--- config.mk ---
export PLATFORM = sky130hd
export DESIGN_NAME = qsearch_ctrl_flat
export DESIGN_NICKNAME = d
export VERILOG_FILES = /design/src/rtl/qsearch_ctrl_if.sv /design/src/rtl/qsearch_ctrl.sv /design/src/flat_wrapper.sv
export SDC_FILE = /design/constraint.sdc
export NUM_CORES = 1
export LEC_CHECK = 0
export CORE_UTILIZATION = 35
export DETAILED_ROUTE_END_ITERATION = 16
export SLEW_MARGIN = 20
export SYNTH_ARGS = -nofsm -noshare
export SYNTH_HDL_FRONTEND = slang
export SYNTH_SLANG_ARGS = --single-unit
--- constraint.sdc ---
create_clock -name clk -period 6.6 [get_ports clk]
set_input_delay 1.32 -clock clk [delete_from_list [all_inputs] [get_ports clk]]
set_output_delay 1.32 -clock clk [all_outputs]
set_load 0.02 [all_outputs]
--- src/rtl/qsearch_ctrl_if.sv ---
// qsearch_ctrl_if: search control/status and measurement handshake of the Q-search controller.
interface qsearch_ctrl_if #(
    parameter int WIDTH    = 10,
    parameter int MAX_ITER = 32
);
    localparam int CW = $clog2(MAX_ITER + 1);
    logic             start;
    logic             abort;
    logic [WIDTH-1:0] desired_q;
    logic             meas_req;
    logic             meas_valid;
    logic [WIDTH-1:0] measured_q;
    logic [WIDTH-1:0] i_ref;
    logic             busy;
    logic             done;
    logic             converged;
    logic             fail;
    logic [CW-1:0]    iter_count;
    modport master (
        output start, abort, desired_q, meas_valid, measured_q,
        input  meas_req, i_ref, busy, done, converged, fail, iter_count
    );
    modport slave (
        input  start, abort, desired_q, meas_valid, measured_q,
        output meas_req, i_ref, busy, done, converged, fail, iter_count
    );
endinterface

--- src/rtl/qsearch_ctrl.sv ---
// qsearch_ctrl: binary search of i_ref for a target Q with settle, measure and evaluate phases.
module qsearch_ctrl #(
    parameter int WIDTH         = 10,
    parameter int MAX_ITER      = 32,
    parameter int TOL           = 1,
    parameter int SETTLE_CYCLES = 4
) (
    input logic           clk,
    input logic           rst,
    qsearch_ctrl_if.slave q
);
    localparam int CW = $clog2(MAX_ITER + 1);
    localparam int SW = $clog2(SETTLE_CYCLES + 1);
    localparam logic [WIDTH-1:0] TOP = '1;
    typedef enum logic [2:0] {IDLE, APPLY, REQ, EVAL, END} state_t;
    state_t           state;
    logic [WIDTH-1:0] lo, hi, mid, q_tgt, q_meas;
    logic [SW-1:0]    settle;
    logic [CW-1:0]    iter;
    logic             meas_req, busy, done, converged, fail;
    logic [WIDTH:0]   err, sum;
    logic [WIDTH-1:0] lo_n, hi_n, mid_n;
    logic [CW-1:0]    iter_n;
    logic             below, hit, stop;
    // Next bounds are only meaningful when stop is clear; the edge cases that would wrap stop first.
    always_comb begin
        err    = q_meas >= q_tgt ? {1'b0, q_meas} - {1'b0, q_tgt} : {1'b0, q_tgt} - {1'b0, q_meas};
        hit    = err <= (WIDTH + 1)'(TOL);
        below  = q_meas < q_tgt;
        lo_n   = below ? mid + 1'b1 : lo;
        hi_n   = below ? hi : mid - 1'b1;
        sum    = {1'b0, lo_n} + {1'b0, hi_n};
        mid_n  = WIDTH'(sum >> 1);
        iter_n = iter + 1'b1;
        stop   = hit || (below ? mid == TOP : mid == '0) || lo_n > hi_n || iter_n == CW'(MAX_ITER);
    end
    always_ff @(posedge clk or negedge rst) begin
        if (!rst) begin
            state     <= IDLE;
            lo        <= '0;
            hi        <= '0;
            mid       <= '0;
            q_tgt     <= '0;
            q_meas    <= '0;
            settle    <= '0;
            iter      <= '0;
            meas_req  <= 1'b0;
            busy      <= 1'b0;
            done      <= 1'b0;
            converged <= 1'b0;
            fail      <= 1'b0;
        end else if (busy && q.abort) begin
            state    <= IDLE;
            meas_req <= 1'b0;
            busy     <= 1'b0;
            done     <= 1'b0;
        end else begin
            case (state)
                IDLE, END: if (q.start) begin
                    lo        <= '0;
                    hi        <= TOP;
                    mid       <= TOP >> 1;
                    q_tgt     <= q.desired_q;
                    iter      <= '0;
                    settle    <= '0;
                    busy      <= 1'b1;
                    done      <= 1'b0;
                    converged <= 1'b0;
                    fail      <= 1'b0;
                    state     <= APPLY;
                end
                APPLY: if (settle == SW'(SETTLE_CYCLES - 1)) begin
                    meas_req <= 1'b1;
                    state    <= REQ;
                end else begin
                    settle <= settle + 1'b1;
                end
                REQ: if (q.meas_valid) begin
                    q_meas   <= q.measured_q;
                    meas_req <= 1'b0;
                    state    <= EVAL;
                end
                EVAL: begin
                    iter <= iter_n;
                    if (stop) begin
                        busy      <= 1'b0;
                        done      <= 1'b1;
                        converged <= hit;
                        fail      <= !hit;
                        state     <= END;
                    end else begin
                        lo     <= lo_n;
                        hi     <= hi_n;
                        mid    <= mid_n;
                        settle <= '0;
                        state  <= APPLY;
                    end
                end
                default: state <= IDLE;
            endcase
        end
    end
    assign q.meas_req   = meas_req;
    assign q.i_ref      = mid;
    assign q.busy       = busy;
    assign q.done       = done;
    assign q.converged  = converged;
    assign q.fail       = fail;
    assign q.iter_count = iter;
endmodule

--- src/flat_wrapper.sv ---
// flat-port wrapper written by rule: the top's interface ports become plain ports
module qsearch_ctrl_flat 
#(
    parameter int WIDTH         = 10,
    parameter int MAX_ITER      = 32,
    parameter int TOL           = 1,
    parameter int SETTLE_CYCLES = 4
)
  (clk, rst, q_start, q_abort, q_desired_q, q_meas_valid, q_measured_q, q_meas_req, q_i_ref, q_busy, q_done, q_converged, q_fail, q_iter_count);
  qsearch_ctrl_if #(.WIDTH(WIDTH), .MAX_ITER(MAX_ITER)) q_i ();
  input logic clk;
  input logic rst;
  input wire logic [$bits(q_i.start)-1:0] q_start;
  input wire logic [$bits(q_i.abort)-1:0] q_abort;
  input wire logic [$bits(q_i.desired_q)-1:0] q_desired_q;
  input wire logic [$bits(q_i.meas_valid)-1:0] q_meas_valid;
  input wire logic [$bits(q_i.measured_q)-1:0] q_measured_q;
  output wire logic [$bits(q_i.meas_req)-1:0] q_meas_req;
  output wire logic [$bits(q_i.i_ref)-1:0] q_i_ref;
  output wire logic [$bits(q_i.busy)-1:0] q_busy;
  output wire logic [$bits(q_i.done)-1:0] q_done;
  output wire logic [$bits(q_i.converged)-1:0] q_converged;
  output wire logic [$bits(q_i.fail)-1:0] q_fail;
  output wire logic [$bits(q_i.iter_count)-1:0] q_iter_count;
  assign q_i.start = q_start;
  assign q_i.abort = q_abort;
  assign q_i.desired_q = q_desired_q;
  assign q_i.meas_valid = q_meas_valid;
  assign q_i.measured_q = q_measured_q;
  assign q_meas_req = q_i.meas_req;
  assign q_i_ref = q_i.i_ref;
  assign q_busy = q_i.busy;
  assign q_done = q_i.done;
  assign q_converged = q_i.converged;
  assign q_fail = q_i.fail;
  assign q_iter_count = q_i.iter_count;
  qsearch_ctrl #(.WIDTH(WIDTH), .MAX_ITER(MAX_ITER), .TOL(TOL), .SETTLE_CYCLES(SETTLE_CYCLES)) u_core (.clk(clk), .rst(rst), .q(q_i));
endmodule
Word level (Yosys, flattened, before mapping)
Index checks and enable logic that the tools add are counted.
{"block": "op_classes", "addsub": 7, "n_mul": 0, "div": 0, "order_cmp": 4, "n_eq_ne": 15, "shift": 0, "n_mux": 41, "bitwise": 1, "reduce_logical": 21}
{"cell": "two-way mux 10 bit", "n": 8}
{"cell": "one-hot mux 10 bit (2 select lines)", "n": 3}
{"cell": "two-way mux 3 bit", "n": 8}
{"cell": "subtractor 10 x 10 -> 11 bit", "n": 2}
{"cell": "AND reduction 3 bit", "n": 6}
{"cell": "two-way mux 1 bit", "n": 12}
{"cell": "one-hot mux 3 bit (4 select lines)", "n": 1}
{"cell": "one-hot mux 6 bit (2 select lines)", "n": 1}
{"cell": "adder 10 x 10 -> 11 bit", "n": 1}
{"cell": "less-or-equal comparator 11 x 1 -> 1 bit, second input constant", "n": 1}
{"cell": "two-way mux 11 bit", "n": 1}
{"cell": "adder 10 x 1 -> 10 bit, second input constant", "n": 1}
{"cell": "equality test 10 bit, second input constant", "n": 1}
{"cell": ">= comparator 10 bit", "n": 1}
{"cell": "> comparator 10 bit", "n": 1}
{"cell": "logical NOT 10 bit", "n": 1}
{"cell": "< comparator 10 bit", "n": 1}
{"cell": "one-hot mux 1 bit (2 select lines)", "n": 5}
{"cell": "subtractor 10 x 1 -> 10 bit, second input constant", "n": 1}
{"cell": "equality test 3 x 2 -> 1 bit, second input constant", "n": 3}
{"cell": "one-hot mux 3 bit (3 select lines)", "n": 1}
{"cell": "nonzero test 3 bit", "n": 3}
{"cell": "AND reduction 4 bit", "n": 2}
{"cell": "adder 6 x 1 -> 6 bit, second input constant", "n": 1}
{"cell": "other kinds (17)", "n": 23}
{"block": "totals", "regBits": 67, "latchBits": 0, "ram_bits": 0, "rom_bits": 0, "in_bits": 25, "out_inout_bits": 21, "word_cells": 102, "n_memories": 0}

Longest topological paths before layout
{"block": "logic_depth", "word_depth": 9, "ltp_mapped": 21, "depth_no_buf": 18}

Worst setup path before layout
Ideal clock, no wire load.
{"block": "synth_timing", "kind": "register to register", "start": "reg u_core.q_meas[8]", "end": "reg u_core.hi[2]", "setup_ps": 126, "arrival_time_ps": 5081, "required_ps": 6474, "setup_slack_ps": 1393, "path_stages_with_launch": 20, "path_cell_list": "dfrtp_1 inv_1 ha_1 clkbuf_1 a21o_1 o311a_1 nor2_1 clkbuf_1 nor2_1 a21oi_1 ha_1 or4b_1 or4_1 or3b_1 o41ai_2 o2111a_4 nand2_2 or3_4 buf_6 o32a_1"}
{"block": "synth_between", "elab_chain_cells": 8, "elab_cells_between_ends": 17, "classes_between": "add/sub: 2; order compare: 4; eq/ne: 1; mux: 6; reduce/logical: 4"}
{"element": "from (decl)", "line_no": "qsearch_ctrl.sv:17", "source": "logic [WIDTH-1:0] lo, hi, mid, q_tgt, q_meas;"}
{"element": "from (signal assigned)", "line_no": "qsearch_ctrl.sv:79", "source": "q_meas <= q.measured_q;"}
{"element": "subtractor 10 x 10 -> 11 bit / >= comparator 10 bit (equally long branches)", "line_no": "qsearch_ctrl.sv:27", "source": "err = q_meas >= q_tgt ? {1'b0, q_meas} - {1'b0, q_tgt} : {1'b0, q_tgt} - {1'b0, q_meas};"}
{"element": "two-way mux 11 bit", "line_no": "qsearch_ctrl.sv:27"}
{"element": "less-or-equal comparator 11 x 1 -> 1 bit", "line_no": "qsearch_ctrl.sv:28", "source": "hit = err <= (WIDTH + 1)'(TOL);"}
{"element": "logical OR 1 bit (3 in a row)", "line_no": "qsearch_ctrl.sv:35", "source": "stop = hit || (below ? mid == TOP : mid == '0) || lo_n > hi_n || iter_n == CW'(MAX_ITER);"}
{"element": "!= test 2 bit (no source line)"}
{"element": "AND reduction 4 bit (no source line)"}
{"element": "to (signal assigned)", "line_no": "qsearch_ctrl.sv:93", "source": "hi <= hi_n;"}
{"element": "to (decl)", "line_no": "qsearch_ctrl.sv:17"}
Parallel ways exist; a longest one is shown, timed or not. The select of a mux whose other input is x is not followed.
A chain may end at the register's enable or synchronous reset.

Final worst setup path
{"block": "layout_timing", "start": "reg u_core.q_meas[6]", "end": "reg u_core.hi[0]"}
The elaborated chain is that of the path after synthesis.

==> flow_metrics.tcl <==
set metrics [dict create \
    filler_cell_count 1378 \
    first_pass_iters 4 \
    wl_per_cell_microns 16.14 \
    cts_buffers 9 \
    synth_flop_cell "dfrtp_1" \
    cts_setup_buffers 0 \
    layout_common_cells "dfrtp_1 (67), nand2_1 (57), inv_1 (46), ha_1 (46), o21ai_0 (45)" \
    clock_latency_ns 0.35 \
    cp_data_arrival_time_ns 6.18 \
    critPathBufInv 2 \
    cts_sinks 67 \
    synth_simple_gate_area_share_pct 17.55 \
    synth_xor_area_share_pct 4.429 \
    drive_above_1_share_pct 8.800 \
    layout_setup_ws_ns 0.7058 \
    critPathTopFamily "simple AND/OR/NAND/NOR gates" \
    muxShareOfSynthArea_pct 3.212 \
    syn_to_final_growth_pct 17.33 \
    async_reset_ff_share_pct 100.0 \
    slew_headroom_pct 41.63 \
    wl_microns 12990 \
    syn-cell-area_sq_um 5141 \
    rows 43 \
    cts.path.max_buffers 2 \
    synthCells 588 \
    design_area_sq_um 6032 \
    period_needed_ns 5.894 \
    holdCritPathClass "flop to flop" \
    grt_pass1_vias 4371 \
    crit_path_max_fanout 30 \
    num-nets-final 694 \
    routed_via_density 5.547 \
    ys_seq_elements 67 \
    status "completed" \
    synth_fa_ha_area_share_pct 12.36 \
    cpPeakStageDelay_ns 0.57 \
    gp_congestion 0.8153 \
    place_area_sq_um 5738 \
    yosysWarningCount 0 \
    io_pins 46 \
    synth-compound-area-share_pct 23.90 \
    clockRootBuffer "clkbuf_16" \
    drtIter0Drc 283 \
    hp-start "u_core.state[2]" \
    startpoint_type "flop" \
    yosysSeqAreaShare_pct 32.61 \
    tns_ns 0 \
    pre_cts_ws_ns 0.8040 \
    drtAntennaViolNets 0 \
    io_buffers 45 \
    path_cells "inv_1, ha_1, a211oi_1, o21ai_0, o311a_1, nor2_2, o21ai_0, ha_1, or4b_1, or4_1, or3b_1, o41ai_2, o2111ai_1, nor4_4, buf_4, o32a_1" \
    syn_area_per_cell_sq_um 8.744 \
    tightestPinTransition_ns 0.8755 \
    core_area_sq_um 14100 \
    finalClockSkew_ns 0.009149 \
    die_area_sq_um 15180 \
    seq_area_sq_um 1677 \
    final-setup-viol-count 0 \
    synth_edf_count 0 \
    min_period_over_period_pct 89.31 \
    mostFrequentLayoutCell "dfrtp_1" \
    fp.dieW_microns 123.2 \
    endpoint_kind "flop" \
    cts_tree "built" \
    crit_start "u_core.q_meas[6]" \
    hold_viol_final 0 \
    fmax_ghz 0.1697 \
    slew_violations 0 \
    r2r_start "u_core.q_meas[6]" \
    slowest_stage "nor2_2" \
    max_cap_viol_count 0 \
    hold_buffers 0 \
    path_class "flop to flop" \
    rsz0062_at_grt "false" \
    die_h_microns 123.2 \
    synth_cell_type_count 74 \
    cts_max_level 3 \
    grt_antenna_before_repair 0 \
    grt_first_pass_wirelength_microns 21280 \
    antenna_cells 0 \
    multi_input_area_sq_um 3173 \
    hpwl_microns 9215 \
    clkTransAtPathRegs_ns 0.06 \
    remaining_drc_errors 0 \
    track_usage_pct 18.23 \
    synth_nets 662 \
    worstPathRequired_ns 6.88 \
    initial_core_util_pct 36.47 \
    synth_top_family_by_area "compound AO/OA/AOI/OAI gates" \
    vias 4465 \
    grt_max_degree 68 \
    overflow 0 \
    cts_resized 0 \
]
-- state kept, by name (all words and copies together) (netlist names) --
name	count
u_core.q_tgt	10
u_core.q.meas_req	1
u_core.q.i_ref	10
u_core.settle	3
u_core.q.busy	1
u_core.q.done	1
u_core.hi	10
u_core.q_meas	10
u_core.q.iter_count	6
u_core.q.fail	1
u_core.state	3
u_core.q.converged	1
u_core.lo	10
-- area by class of cell --
class                      count  share of cell area [%]
timing repair buffer          51                   8.131
clock inverter                 7                   1.141
tap                          180                   3.734
multi-input combinational    445                   52.60
clock buffer                   9                   3.734
inverter                      46                   2.862
sequential                    67                   27.80
-- synth_stat cells (3+ instances only) --
cell	count	area, sq um
and3_1	5	31.28
nor2_1	43	161.4
nor3_1	15	75.07
o211ai_1	3	22.52
nand3_1	15	75.07
mux2i_1	3	30.03
clkbuf_1	22	82.58
mux2_2	12	135.1
ha_1	46	575.6
xor2_1	14	122.6
nand2b_1	7	43.79
nor3b_1	3	22.52
fa_1	3	60.06
o21ai_0	45	225.2
xnor2_1	12	105.1
inv_1	46	172.7
nand2_1	57	214.0
dfrtp_1	67	1677
buf_2	4	20.02
o2bb2ai_1	9	78.83
a21boi_0	3	22.52
o21bai_1	4	30.03
o21a_1	3	22.52
a21o_1	5	37.54
and2_1	5	31.28
a211oi_1	7	52.55
nor4_1	3	18.77
nor2b_1	9	56.30
o32a_1	19	190.2
a21oi_1	39	195.2
o2111ai_1	4	35.03
-- per-stage QoR --
step | utilization [%] | hold slack, ns | instances
floorplan | - | 0.4609 | 588
global placement | 40.71 | 0.4889 | 789
detailed placement | 40.71 | 0.4918 | 789
CTS | 42.79 | 0.5027 | 805
global route | 42.79 | 0.5407 | 805
finish | 42.79 | 0.5121 | 805
-- logic make-up (layout without fill, tap and decap cells) --
kind of cell	Yosys count	after routing
multiplexers	15	15
AO/OA/AOI/OAI	172	172
flip-flops	67	67
AND/OR/NAND/NOR	183	183
buffers and inverters	76	113
adder cells (fa/ha/maj)	49	49
XOR/XNOR	26	26
-- worst reg2reg max path, cell delays in order, from the launching register on --
cell and delay, ns:
dfrtp_1 0.37, inv_1 0.05, ha_1 0.42, a211oi_1 0.26, o21ai_0 0.20, o311a_1 0.46
nor2_2 0.57, o21ai_0 0.31, ha_1 0.44, or4b_1 0.56, or4_1 0.52, or3b_1 0.39
o41ai_2 0.08, o2111ai_1 0.30, nor4_4 0.31, buf_4 0.37, o32a_1 0.23
-- routing by layer --
layer | up-vias | GRT usage [%] | share of wire (%)
li1 | 2174 | - | -
met3 | 17 | 5.397 | 4.0
met4 | 0 | 5.949 | 1.3
met2 | 90 | 29.92 | 48
met1 | 2184 | 22.82 | 46
met5 | - | 0 | 0
-- worst paths after layout --
path / cells past startpoint / slack (ns) / end
worst max register to register: 16 / 0.71 / u_core.hi[0]
worst min register to register: 1 / 0.51 / u_core.state[1]
worst min-delay path: 1 / 0.51 / u_core.state[1]
worst max-delay path: 16 / 0.71 / u_core.hi[0]
max in group asynchronous: 2 / 4.85 / u_core.q_meas[1]
min in group asynchronous: 2 / 1.17 / u_core.q_tgt[1]
Power is left out: the tool's default activity adds up to more than one toggle a clock period on the data nets, which glitch-free logic cannot reach.
